### config.mk
export PLATFORM = sky130hd
export DESIGN_NAME = aes_key_sched
export DESIGN_NICKNAME = d
export VERILOG_FILES = /design/src/rtl/aes_key_sched.sv
export SDC_FILE = /design/constraint.sdc
export NUM_CORES = 1
export LEC_CHECK = 0
export CAP_MARGIN = 20
export CELL_PAD_IN_SITES_DETAIL_PLACEMENT = 2
export CELL_PAD_IN_SITES_GLOBAL_PLACEMENT = 2
export CORE_MARGIN = 2
export CORE_UTILIZATION = 27
export DETAILED_ROUTE_END_ITERATION = 6
export GPL_ROUTABILITY_DRIVEN = 1
export HOLD_SLACK_MARGIN = 0.02
export PLACE_DENSITY_LB_ADDON = 0.2
export REMOVE_ABC_BUFFERS = 1
export SLEW_MARGIN = 20
export SYNTH_ARGS = -nofsm -noshare
export SYNTH_HDL_FRONTEND = slang
export SYNTH_SLANG_ARGS = --single-unit
### constraint.sdc
create_clock -name clk -period 3.6 [get_ports clk]
set_input_delay 1.08 -clock clk [delete_from_list [all_inputs] [get_ports clk]]
set_output_delay 1.08 -clock clk [all_outputs]
set_load 0.05 [all_outputs]
### src/rtl/aes_key_sched.sv
// aes_key_sched: iterative AES-128 key schedule, one round key per request.
//
// SubWord goes through one shared S-box, one byte per cycle. A step therefore
// takes four SUB cycles plus one UPD cycle.
//
// Ports:
//   clk      in   system clock, rising edge
//   rst_n    in   asynchronous reset, active-low
//   start_i  in   load key_i, restart at round 0 (wins over everything)
//   key_i    in   cipher key, byte 0 = bits [127:120]
//   next_i   in   request the next round key (honoured only in READY)
//   prev_i   in   request the previous round key (AES_KEY_SCHED_INV_EN only)
//   rk_o     out  current round key, stable while valid_o=1
//   rnd_o    out  round index of rk_o
//   valid_o  out  rk_o/rnd_o valid, ready for next_i
//   busy_o   out  step in progress
//   done_o   out  one-cycle pulse when the end of the schedule is reached
//
// Build option: define AES_KEY_SCHED_INV_EN to add prev_i and backward stepping.
//
// state | meaning
// ------+-------------------------------------------------------------
// IDLE  | no key loaded, outputs invalid
// READY | rk_o/rnd_o valid, waiting for next_i / prev_i / start_i
// SUB   | RotWord+SubWord, one byte per cycle (cnt 0..3)
// UPD   | combine words, update rcon and round index
module aes_key_sched #(
  parameter int NUM_ROUNDS = 10
) (
  input  logic         clk,
  input  logic         rst_n,
  input  logic         start_i,
  input  logic [127:0] key_i,
  input  logic         next_i,
`ifdef AES_KEY_SCHED_INV_EN
  input  logic         prev_i,
`endif
  output logic [127:0] rk_o,
  output logic [3:0]   rnd_o,
  output logic         valid_o,
  output logic         busy_o,
  output logic         done_o
);

  typedef enum logic [1:0] {IDLE, READY, SUB, UPD} state_t;

  localparam logic [3:0] LAST_RND = 4'(NUM_ROUNDS);

  localparam logic [7:0] SBOX [256] = '{
    8'h63,8'h7c,8'h77,8'h7b,8'hf2,8'h6b,8'h6f,8'hc5,8'h30,8'h01,8'h67,8'h2b,8'hfe,8'hd7,8'hab,8'h76,
    8'hca,8'h82,8'hc9,8'h7d,8'hfa,8'h59,8'h47,8'hf0,8'had,8'hd4,8'ha2,8'haf,8'h9c,8'ha4,8'h72,8'hc0,
    8'hb7,8'hfd,8'h93,8'h26,8'h36,8'h3f,8'hf7,8'hcc,8'h34,8'ha5,8'he5,8'hf1,8'h71,8'hd8,8'h31,8'h15,
    8'h04,8'hc7,8'h23,8'hc3,8'h18,8'h96,8'h05,8'h9a,8'h07,8'h12,8'h80,8'he2,8'heb,8'h27,8'hb2,8'h75,
    8'h09,8'h83,8'h2c,8'h1a,8'h1b,8'h6e,8'h5a,8'ha0,8'h52,8'h3b,8'hd6,8'hb3,8'h29,8'he3,8'h2f,8'h84,
    8'h53,8'hd1,8'h00,8'hed,8'h20,8'hfc,8'hb1,8'h5b,8'h6a,8'hcb,8'hbe,8'h39,8'h4a,8'h4c,8'h58,8'hcf,
    8'hd0,8'hef,8'haa,8'hfb,8'h43,8'h4d,8'h33,8'h85,8'h45,8'hf9,8'h02,8'h7f,8'h50,8'h3c,8'h9f,8'ha8,
    8'h51,8'ha3,8'h40,8'h8f,8'h92,8'h9d,8'h38,8'hf5,8'hbc,8'hb6,8'hda,8'h21,8'h10,8'hff,8'hf3,8'hd2,
    8'hcd,8'h0c,8'h13,8'hec,8'h5f,8'h97,8'h44,8'h17,8'hc4,8'ha7,8'h7e,8'h3d,8'h64,8'h5d,8'h19,8'h73,
    8'h60,8'h81,8'h4f,8'hdc,8'h22,8'h2a,8'h90,8'h88,8'h46,8'hee,8'hb8,8'h14,8'hde,8'h5e,8'h0b,8'hdb,
    8'he0,8'h32,8'h3a,8'h0a,8'h49,8'h06,8'h24,8'h5c,8'hc2,8'hd3,8'hac,8'h62,8'h91,8'h95,8'he4,8'h79,
    8'he7,8'hc8,8'h37,8'h6d,8'h8d,8'hd5,8'h4e,8'ha9,8'h6c,8'h56,8'hf4,8'hea,8'h65,8'h7a,8'hae,8'h08,
    8'hba,8'h78,8'h25,8'h2e,8'h1c,8'ha6,8'hb4,8'hc6,8'he8,8'hdd,8'h74,8'h1f,8'h4b,8'hbd,8'h8b,8'h8a,
    8'h70,8'h3e,8'hb5,8'h66,8'h48,8'h03,8'hf6,8'h0e,8'h61,8'h35,8'h57,8'hb9,8'h86,8'hc1,8'h1d,8'h9e,
    8'he1,8'hf8,8'h98,8'h11,8'h69,8'hd9,8'h8e,8'h94,8'h9b,8'h1e,8'h87,8'he9,8'hce,8'h55,8'h28,8'hdf,
    8'h8c,8'ha1,8'h89,8'h0d,8'hbf,8'he6,8'h42,8'h68,8'h41,8'h99,8'h2d,8'h0f,8'hb0,8'h54,8'hbb,8'h16
  };

  state_t       state_q, state_d;
  logic [1:0]   cnt_q;
  logic [7:0]   rcon_q;
  logic [31:0]  temp_q;
  logic [31:0]  w0, w1, w2, w3;
  logic [31:0]  sub_src;
  logic [7:0]   sbox_in;
  logic [127:0] rk_step;
  logic [3:0]   rnd_step;
  logic [7:0]   rcon_step;
  logic         done_hit;

  assign {w0, w1, w2, w3} = rk_o;

`ifdef AES_KEY_SCHED_INV_EN
  logic       bwd_q, bwd_d;
  logic [7:0] rcon_prev;
  // Backward step undoes w1..w3 first; its SubWord input is the recovered w3.
  assign sub_src   = bwd_q ? (w3 ^ w2) : w3;
  assign rcon_prev = {1'b0, rcon_q[7:1]} ^ (rcon_q[0] ? 8'h8d : 8'h00);
`else
  assign sub_src = w3;
`endif

  // Byte (cnt+1) mod 4 of the source word lands in temp byte cnt (RotWord).
  always_comb begin
    sbox_in = 8'h00;
    case (cnt_q)
      2'd0: sbox_in = sub_src[23:16];
      2'd1: sbox_in = sub_src[15:8];
      2'd2: sbox_in = sub_src[7:0];
      2'd3: sbox_in = sub_src[31:24];
      default: sbox_in = 8'h00;
    endcase
  end

  always_comb begin
    logic [31:0] t, n0, n1, n2;
    t         = temp_q ^ {rcon_q, 24'h0};
    n0        = w0 ^ t;
    n1        = w1 ^ n0;
    n2        = w2 ^ n1;
    rk_step   = {n0, n1, n2, w3 ^ n2};
    rnd_step  = rnd_o + 4'd1;
    rcon_step = {rcon_q[6:0], 1'b0} ^ (rcon_q[7] ? 8'h1b : 8'h00);
    done_hit  = (rnd_step == LAST_RND);
`ifdef AES_KEY_SCHED_INV_EN
    if (bwd_q) begin
      rk_step   = {w0 ^ temp_q ^ {rcon_prev, 24'h0}, w1 ^ w0, w2 ^ w1, w3 ^ w2};
      rnd_step  = rnd_o - 4'd1;
      rcon_step = rcon_prev;
      done_hit  = (rnd_step == 4'd0);
    end
`endif
  end

  always_ff @(posedge clk or negedge rst_n) begin
    if (!rst_n) state_q <= IDLE;
    else        state_q <= state_d;
  end

  always_comb begin
    state_d = state_q;
`ifdef AES_KEY_SCHED_INV_EN
    bwd_d = 1'b0;
`endif
    if (start_i) begin
      state_d = READY;
    end else begin
      case (state_q)
        READY: begin
          if (next_i && rnd_o < LAST_RND) state_d = SUB;
`ifdef AES_KEY_SCHED_INV_EN
          else if (prev_i && rnd_o != 4'd0) begin
            state_d = SUB;
            bwd_d   = 1'b1;
          end
`endif
        end
        SUB:     if (cnt_q == 2'd3) state_d = UPD;
        UPD:     state_d = READY;
        default: state_d = state_q;
      endcase
    end
    valid_o = (state_q == READY);
    busy_o  = (state_q == SUB) || (state_q == UPD);
  end

  always_ff @(posedge clk or negedge rst_n) begin
    if (!rst_n) begin
      rk_o   <= '0;
      rnd_o  <= '0;
      done_o <= 1'b0;
      rcon_q <= 8'h01;
      cnt_q  <= '0;
      temp_q <= '0;
`ifdef AES_KEY_SCHED_INV_EN
      bwd_q  <= 1'b0;
`endif
    end else begin
      done_o <= 1'b0;
      if (start_i) begin
        rk_o   <= key_i;
        rnd_o  <= '0;
        rcon_q <= 8'h01;
        cnt_q  <= '0;
      end else begin
        case (state_q)
          READY: if (state_d == SUB) begin
            cnt_q <= '0;
`ifdef AES_KEY_SCHED_INV_EN
            bwd_q <= bwd_d;
`endif
          end
          SUB: begin
            case (cnt_q)
              2'd0:    temp_q[31:24] <= SBOX[sbox_in];
              2'd1:    temp_q[23:16] <= SBOX[sbox_in];
              2'd2:    temp_q[15:8]  <= SBOX[sbox_in];
              default: temp_q[7:0]   <= SBOX[sbox_in];
            endcase
            cnt_q <= cnt_q + 2'd1;
          end
          UPD: begin
            rk_o   <= rk_step;
            rnd_o  <= rnd_step;
            rcon_q <= rcon_step;
            done_o <= done_hit;
          end
          default: ;
        endcase
      end
    end
  end

endmodule

* Word level (Yosys, flattened, before mapping)
Memory sizes are Yosys's and may differ from the RTL's.
Index checks and enable logic that the tools add are counted.
** Word-level totals
- Register bits :: 177
- Latch bits :: 0
- Memory bits (writable) :: 0
- Memory bits (read-only) :: 2048
- Input bits :: 132
- Output and inout bits :: 135
- Word-level logic and storage cells :: 63
- Memories kept :: 1
** Memory list
- (name not given) :: depth 256, bits a word 8, rd ports 1, clocked after Yosys merged registers in 0, write ports 0, RTL line 187 : default: temp_q[7:0] <= SBOX[sbox_in];
** Operators by class
- $add $sub $neg :: 2
- Multipliers :: 0
- Div/mod/pow operators :: 0
- Order comparisons :: 2
- Eq/ne operators :: 9
- Shift-type cells :: 0
- Muxes and demuxes :: 19
- Bitwise gates (word level) :: 9
- Reductions and logical operators :: 11
** Operators by type and width (number)
- $mux W128 :: 2
- $xor A32 B32 Y32 :: 5
- $mux W8 :: 4
- $pmux W8 S4 :: 1
- $reduce_and A3 Y1 :: 4
- $eq A2 B2 Y1 const B :: 5
- $mux W2 :: 5
- $ge A9 B9 Y1 const B :: 1
- $not A8 Y9 :: 1
- $mux W4 :: 2
- $xor A8 B5 Y8 :: 1
- $pmux W2 S3 :: 1
- $mux W5 :: 1
- $add A4 B1 Y4 const B :: 1
- $eq A2 B1 Y1 const B :: 2
- $eq A4 B4 Y1 const B :: 1
- $lt A4 B4 Y1 const B :: 1
- $pmux W2 S2 :: 1
- $ne A3 B2 Y1 const B :: 1
- $reduce_bool A3 Y1 :: 1
- $reduce_or A3 Y1 :: 1
- $add A2 B1 Y2 const B :: 1
- $logic_not A2 Y1 :: 1
- $mux W1 :: 2
- 5 further kinds :: 6

* Longest topological paths before layout
Gate-level depths: netlist of run 1.
- Depth after elaboration :: 9
- Mapped depth :: 17
- Mapped depth without buffers :: 14

* Worst setup path after synthesis of run 1
No wires, ideal clock.
- Kind :: register to register
- Start :: reg cnt_q[0]
- End :: reg temp_q[28]
- Library setup time :: 141 ps
- Data arrival time :: 3586 ps
- Required time :: 3459 ps
- Path slack :: -127 ps
- Cell stages (with the launch flop) :: 18
- Path buffers :: 4
- Period minus slack after synthesis :: 3727 ps
- Path through :: dfrtp_1 -> inv_1 -> ha_1 -> buf_4 -> a222oi_1 -> mux2i_2 -> buf_2 -> buf_4 -> ha_1 -> clkbuf_1 -> nor2_1 -> a32oi_1 -> o211ai_1 -> o31ai_1 -> a21boi_0 -> nor4b_1 -> o32a_1 -> a21oi_1
** On the way
- Cells in the longest elaborated chain, start to end :: 6
- Elaborated cells between the ends (all ways) :: 10
- Classes of those cells :: 3 x eq/ne; 3 x mux; 1 x bitwise; 2 x reduce/logical; 1 x memory
** Ends and longest elaborated chain
- start, declared :: RTL line 69 : logic [1:0] cnt_q;
- start signal, assigned :: RTL line 189 : cnt_q <= cnt_q + 2'd1;
- $eq A2 B2 Y1 (tied with other cells) :: RTL line 95 : case (cnt_q)
- $pmux W8 S4 :: RTL line 95
- $not A8 Y9 (not written as such) :: RTL line 184 : 2'd0: temp_q[31:24] <= SBOX[sbox_in];
- $mem_v2 Z256 W8
- $mux W8 (2 in series)
- end, declared :: RTL line 71 : logic [31:0] temp_q;
Parallel ways exist; a longest one is shown, timed or not. The select of a mux whose other input is x is not followed.
A chain may end at the register's enable or synchronous reset.

* Final worst setup path of run 1
- Start :: reg cnt_q[0]
- End :: reg temp_q[14]
** On the way
- Cells in the longest elaborated chain, start to end :: 6
- Elaborated cells between the ends (all ways) :: 10
- Classes of those cells :: 3 x eq/ne; 3 x mux; 1 x bitwise; 2 x reduce/logical; 1 x memory
** Ends and longest elaborated chain
- $eq A2 B2 Y1 (tied with other cells) :: RTL line 95
- $pmux W8 S4 :: RTL line 95
- $not A8 Y9 (not written as such) :: RTL line 186 : 2'd2: temp_q[15:8] <= SBOX[sbox_in];
- $mem_v2 Z256 W8
- $mux W8 (2 in series)
Parallel ways exist; a longest one is shown, timed or not. The select of a mux whose other input is x is not followed.

==> results.py, run 1 <==
metrics = {
    "run_status": {
        "status": "finished with violations",
        "violations": "negative setup slack",
    },
    "final_layout": {
        "fin_cells": 2568,
        "fin_area_um2": 18460,
        "drive_above_1_share_pct": 20.08,
        "synthToLayoutAreaGrowth_pct": 50.21,
        "finalNetCount": 2101,
    },
    "clocking": {
        "cts_root_buffer": "clkbuf_16",
        "cts_buffers": 17,
        "postCtsHoldBufs": 0,
        "cts_buffer_depth": 2,
        "cts_tree": "built",
        "clkLatencyLatePin_ns": 0.50,
        "clkTransAtPathRegs_ns": 0.08,
        "htreeDepth": 4,
        "cts_sinks": 177,
    },
    "synth": {
        "yosysSeqAreaShare_pct": 36.05,
        "synth_edf_count": 0,
        "syn_area_um2": 12290,
        "syn-mean-instance-area_um2": 8.074,
        "async_flop_share_pct": 100.0,
        "yosys_warnings": 0,
        "syn_inst": 1522,
        "ys_ff_latch": 177,
        "yosys_most_used_dff": "dfrtp_1",
        "yosysUniqueCellTypes": 77,
    },
    "routing": {
        "num_vias": 13922,
        "ant_nets": 0,
        "route.detailed.drc": 0,
        "first_iter_violations": 926,
        "routedWlPerCell_um": 28.05,
        "viasPerCell": 5.421,
        "drt-total-wl_um": 72020,
        "first_pass_iters": 7,
    },
    "timing": {
        "worst_slack_ns": -0.1770,
        "fin_skew_ns": 0.02121,
        "fmax_mhz": 264.8,
        "whs_ns": 0.5448,
        "rsz0062_at_grt": "true",
        "hold_viol_final": 0,
        "slew_violations": 0,
        "post-route-min-period_ns": 3.777,
        "final-setup-viol-count": 19,
        "fin_crit_sh_pct": 104.9,
        "worst_slew_pin_slew_ns": 1.092,
        "relSlewSlack_pct": 27.22,
    },
    "power_and_ir_drop": {
        "p_sw_uw": 4478,
        "combPwrFrac_pct": 53.7,
        "p_leak_uw": 0.007357,
        "p_sw_share_pct": 45.81,
        "power_frac_seq_pct": 25.8,
        "fin_total_pwr_uw": 9777,
        "p_per_area_nw_per_um2": 529.6,
        "p_int_uw": 5298,
        "clkPwrFrac_pct": 20.5,
        "peakVddDrop_mv": 0.3007,
    },
    "place": {
        "place_area_um2": 17330,
        "hpwlAfterDp_um": 55460,
        "gp_congestion": 0.9883,
        "placed_cells": 2524,
        "io_buffers": 266,
    },
    "floorplanning": {
        "start_util_pct": 27.20,
        "io_pins": 267,
        "rows": 78,
        "fp.dieW_um": 217.3,
        "dieHeight_um": 217.3,
        "core_area_um2": 45190,
        "design.die.area_um2": 47240,
    },
    "worst_setup_path": {
        "cp-end-kind": "flop",
        "crit_path_frequent_cell": "buf_4",
        "critical_path_required_ns": 4.01,
        "critPathKind": "flop to flop",
        "slowest_stage": "o41a_1",
        "worst_setup_path_start_kind": "flop",
        "path_max_fanout": 8,
        "cp_cell_sequence": "inv_2 > ha_1 > inv_2 > mux2i_2 > buf_4 > inv_4 > ha_1 > buf_4 > buf_4 > or3_1 > a311oi_2 > a221oi_2 > o41a_1 > o21ai_1",
        "critical_path_arrival_ns": 4.19,
        "max_stage_delay_ns": 0.56,
        "critPathBufInv": 6,
        "crit_family": "compound AO/OA/AOI/OAI gates",
    },
    "global_routing": {
        "grt_pass1_wl_um": 106100,
        "antenna_found_initial": 2,
        "grt_pass1_vias": 15206,
        "overflow": 0,
        "grt_max_degree": 208,
        "track_usage_pct": 30.68,
    },
    "job": {
        "maxCapViolCount": 0,
    },
    "min_path": {
        "hold_class": "flop to flop",
    },
}
## final timing paths
path / from / to / slack, ns / depth (start not counted)
worst max-delay path: cnt_q[0] / temp_q[14] / -0.18 / 14
worst min-delay path: temp_q[26] / temp_q[26] / 0.54 / 2
worst max register to register: cnt_q[0] / temp_q[14] / -0.18 / 14
worst min register to register: temp_q[26] / temp_q[26] / 0.54 / 2
max in group asynchronous: rst_n / rk_o[76] / 2.15 / 2
min in group asynchronous: rst_n / rk_o[35] / 0.55 / 1
## cells in the mapped netlist (all sizes together), types with 21 or more instances
library cell,number,area (µm²)
nand2,249,939.7
o21ai,206,1042
dfrtp,176,4404
nor2,142,545.5
xnor2,125,1095
a21oi,113,565.5
xor2,83,727.0
clkbuf,64,240.2
buf,58,327.8
o211ai,23,172.7
a31oi,21,131.4
nand3,21,105.1
## cells by family after synthesis
| family | after synthesis | share of synthesized area [%] |
|---|---|---|
| adder cells (fa/ha/maj) | 15 | 1.527 |
| buffers and inverters | 139 | 5.162 |
| multiplexers | 8 | 0.7331 |
| flip-flops | 177 | 36.05 |
| AO/OA/AOI/OAI | 507 | 25.91 |
| XOR/XNOR | 208 | 14.82 |
| AND/OR/NAND/NOR | 468 | 15.79 |
## cell usage in the layout (no fill, tap or decap), drive strengths merged, types with 8 or more instances in the layout
cell type,netlist,routed
nor2,142,142
clkdlybuf4s50,0,264
nand2,249,249
xnor2,125,125
a311oi,9,9
dfrtp,176,176
ha,15,15
nand4,8,8
o21ai,206,206
a21oi,113,113
nand3,21,21
xor2,83,83
inv,17,24
a31oi,21,21
o311ai,15,15
a211oi,16,16
clkbuf,64,22
o211ai,23,23
buf,58,269
nor3,16,16
## sequential cells by signal, indices dropped and copies added (netlist names)
signal   cells
cnt_q        2
done_o       1
rcon_q       8
rk_o       128
rnd_o        4
state_q      2
temp_q      32
## metal layers
| metal | global-route usage (%) | share of wire, % |
|---|---|---|
| met1 | 40.22 | 43 |
| met2 | 50.64 | 48 |
| met3 | 5.073 | 5.1 |
| met4 | 11.44 | 3.6 |
| met5 | 0 | 0.015 |
## power by group through the flow
stage / clock network, µW / logic (µW) / registers (µW)
after floorplan: 0 / 1780 / 3060
after global placement: 0 / 4910 / 2540
after detailed placement: 0 / 4920 / 2550
after CTS: 2050 / 5050 / 2520
after global routing: 2140 / 5520 / 2550
final: 2010 / 5250 / 2520
## layout make-up
class | count | area (µm²)
inverter | 17 | 72.57
multi-input combinational | 1206 | 7660
fill | 5006 | 26730
clock inverter | 12 | 136.4
clock buffer | 20 | 456.7
tap | 600 | 750.7
timing repair buffer | 535 | 4949
antenna | 1 | 2.502
sequential | 177 | 4433
## stage by stage
| step | TNS, ns | util, % | setup WS (ns) |
|---|---|---|---|
| finish | -1.194 | 40.85 | -0.1770 |
| global route | -5.267 | 40.85 | -0.2521 |
| CTS | -0.8681 | 40.20 | -0.08589 |
| detailed placement | -8.541 | 38.36 | -0.4586 |
| global placement | -5.082 | 38.36 | -0.3549 |
| floorplan | -36.20 | - | -1.257 |
## repair_timing
action	in CTS	in global routing
pin swaps	15	40
setup buffers	8	4
resized for setup	39	58
setup endpoints to repair	32	32
## worst reg2reg max path: stages, from the launching register on
cell	delay, ns
dfrtp_2	0.43
inv_2	0.07
ha_1	0.23
inv_2	0.11
mux2i_2	0.34
buf_4	0.23
inv_4	0.07
ha_1	0.20
buf_4	0.18
buf_4	0.17
or3_1	0.38
a311oi_2	0.45
a221oi_2	0.10
o41a_1	0.56
o21ai_1	0.18
Note: power is estimated with default switching activity, not from simulation.
==> inputs of run 2 (changes only) <==
--- a/config.mk
+++ b/config.mk
@@ -10,6 +10,7 @@
 export CELL_PAD_IN_SITES_GLOBAL_PLACEMENT = 2
 export CORE_MARGIN = 2
 export CORE_UTILIZATION = 27
+export CTS_CLUSTER_DIAMETER = 200
 export DETAILED_ROUTE_END_ITERATION = 6
 export GPL_ROUTABILITY_DRIVEN = 1
 export HOLD_SLACK_MARGIN = 0.02
==> results of run 2 <==
The final DEF is identical to that of run 1; final timing and power are the same.
==> inputs of run 3 (changes only) <==
--- a/config.mk
+++ b/config.mk
@@ -14,7 +14,7 @@
 export DETAILED_ROUTE_END_ITERATION = 6
 export GPL_ROUTABILITY_DRIVEN = 1
 export HOLD_SLACK_MARGIN = 0.02
-export PLACE_DENSITY_LB_ADDON = 0.2
+export PLACE_DENSITY_LB_ADDON = 0.1
 export REMOVE_ABC_BUFFERS = 1
 export SLEW_MARGIN = 20
 export SYNTH_ARGS = -nofsm -noshare
==> results.py, run 3 (synthesis results as in run 1) <==
metrics = {
    "worst_setup_path": {
        "max_stage_delay_ns": 0.49,
        "critical_path_arrival_ns": 4.05,
        "crit_path_frequent_cell": "buf_6",
        "cp-end-kind": "flop",
        "path_max_fanout": 7,
        "r2r_cells": 16,
        "r2r_slack_ns": -0.03,
        "r2r_start": "cnt_q[0]",
        "critPathKind": "flop to flop",
        "cp_cell_sequence": "inv_2 > ha_4 > a222oi_1 > mux2i_4 > ha_4 > and3b_1 > a41oi_2 > buf_6 > buf_6 > a21oi_2 > o311ai_1 > or3_4 > o32a_1 > o41a_1 > buf_6 > o21ai_2",
        "critical_path_required_ns": 4.01,
        "r2r-end": "temp_q[14]",
        "slowest_stage": "a222oi_1",
        "worst_setup_path_start_kind": "flop",
    },
    "power_and_ir_drop": {
        "p_int_uw": 5305,
        "p_sw_uw": 4483,
        "p_per_area_nw_per_um2": 530.9,
        "p_leak_uw": 0.007321,
        "power_frac_seq_pct": 25.8,
        "fin_total_pwr_uw": 9788,
        "combPwrFrac_pct": 52.9,
        "peakVddDrop_mv": 0.2941,
        "clkPwrFrac_pct": 21.4,
        "p_sw_share_pct": 45.81,
    },
    "clocking": {
        "cts_buffers": 17,
        "clkLatencyLatePin_ns": 0.50,
        "cts_tree": "built",
        "htreeDepth": 4,
        "clkTransAtPathRegs_ns": 0.07,
        "cts_buffer_depth": 2,
        "cts_root_buffer": "clkbuf_16",
        "cts_sinks": 177,
    },
    "min_path": {
        "min_path_cells": 2,
        "hold-path-endpoint": "temp_q[30]",
        "hold_class": "flop to flop",
        "min_from": "temp_q[30]",
    },
    "timing": {
        "hold_viol_final": 0,
        "slew_violations": 0,
        "worst_slack_ns": -0.03240,
        "post-route-min-period_ns": 3.632,
        "fin_skew_ns": 0.01692,
        "worst_slew_pin_slew_ns": 1.031,
        "rsz0062_at_grt": "true",
        "relSlewSlack_pct": 31.30,
        "final-setup-viol-count": 4,
        "fin_crit_sh_pct": 100.9,
        "fmax_mhz": 275.3,
    },
    "final_layout": {
        "synthToLayoutAreaGrowth_pct": 50.02,
        "finalNetCount": 2090,
        "utilization_pct": 40.80,
        "reg.largest.list": "rk_o (128), temp_q (32), rcon_q (8)",
        "fin_cells": 2556,
        "mostFrequentLayoutCells": "clkdlybuf4s50_1, nand2_1, buf_4",
        "drive_above_1_share_pct": 20.40,
        "diodes": 0,
        "largest_reg_flops": 128,
        "fin_area_um2": 18440,
        "top_register": "rk_o",
        "final_common_cell": "clkdlybuf4s50_1",
    },
    "run_status": {
        "status": "finished with violations",
        "violations": "negative setup slack",
    },
    "place": {
        "hpwlAfterDp_um": 53550,
        "placed_cells": 2500,
        "place_area_um2": 17040,
        "io_buffers": 266,
        "gp_congestion": 1.012,
    },
    "global_routing": {
        "grt_pass1_vias": 15199,
        "overflow": 0,
        "grt_max_degree": 94,
        "grt_pass1_wl_um": 103200,
        "antenna_found_initial": 0,
        "track_usage_pct": 29.73,
    },
    "job": {
        "maxCapViolCount": 0,
    },
    "floorplanning": {
        "core_area_um2": 45190,
        "fp.dieW_um": 217.3,
        "rows": 78,
        "start_util_pct": 27.20,
        "dieHeight_um": 217.3,
        "design.die.area_um2": 47240,
        "io_pins": 267,
    },
    "routing": {
        "first_pass_iters": 6,
        "ant_nets": 0,
        "route.detailed.drc": 0,
        "drt-total-wl_um": 70240,
        "first_iter_violations": 1128,
        "routedWlPerCell_um": 27.48,
        "num_vias": 13986,
        "viasPerCell": 5.472,
    },
}
run 3: cell types whose count changed in the layout (fill, tap and decap cells not counted), sizes merged:
cell and delta:
clkinv +3, inv -1, bufinv +1, clkbuf -1
clkinvlp -1, diode -1, buf -12
run 3: power groups by stage:
| stage | clock network (µW) | registers [µW] | logic [µW] |
|---|---|---|---|
| 6_report | 2090 | 2520 | 5180 |
| 5_1_grt | 2220 | 2560 | 5410 |
| 4_1_cts | 2150 | 2530 | 4850 |
| 3_5_place_dp | 0 | 2560 | 4720 |
| 3_3_place_gp | 0 | 2550 | 4690 |
| 2_1_floorplan | 0 | 3060 | 1780 |
run 3: worst max-delay path by stage:
stage	startpoint	end	slack, ns	depth (start not counted)
floorplan	cnt_q[0]	temp_q[28]	-1.26	10
global placement	cnt_q[0]	temp_q[30]	-0.47	11
detailed placement	cnt_q[0]	temp_q[14]	-0.52	11
CTS	cnt_q[0]	temp_q[25]	-0.004	16
global route	cnt_q[0]	temp_q[6]	-0.12	16
finish	cnt_q[0]	temp_q[14]	-0.03	16
run 3: repair_timing:
action	CTS	global route
pin swaps	14	40
setup endpoints to repair	32	32
gates resized for setup	35	96
cloned	0	1
buffers inserted	14	9
hold buffers	0	0
run 3: critical path, delay by kind of cell (launching register included):
kind                     cells  cell delay [ns]
AND/OR/NAND/NOR              2             0.63
flip-flops                   1             0.43
multiplexers                 1             0.19
adder cells (fa/ha/maj)      2             0.53
AO/OA/AOI/OAI                7             1.25
buffers and inverters        4             0.51
run 3: routing by layer:
metal | vias up | part of all wire, % | track usage, %
li1 | 6205 | - | -
met1 | 7136 | 43 | 38.91
met2 | 506 | 46 | 47.48
met3 | 139 | 6.3 | 6.038
met4 | 0 | 4.2 | 12.88
met5 | - | 0 | 0
run 3: final cells by class:
cell class              count  area, µm²
fillers                  5035      26750
multi-input cells        1206       7736
repair buffers            524       4810
flip-flops and latches    177       4433
well taps                 600      750.7
clock buffers              18      439.2
clock inverters            14      193.9
inverters                  17      73.82
run 3: through the flow:
step / hold slack [ns] / TNS, ns / setup slack, ns
3_5_place_dp: 0.5256 / -6.901 / -0.5157
6_report: 0.5407 / -0.08489 / -0.03240
2_1_floorplan: 0.4749 / -36.20 / -1.257
4_1_cts: 0.5447 / -0.003925 / -0.003925
3_3_place_gp: 0.5152 / -6.131 / -0.4676
5_1_grt: 0.5621 / -1.421 / -0.1161
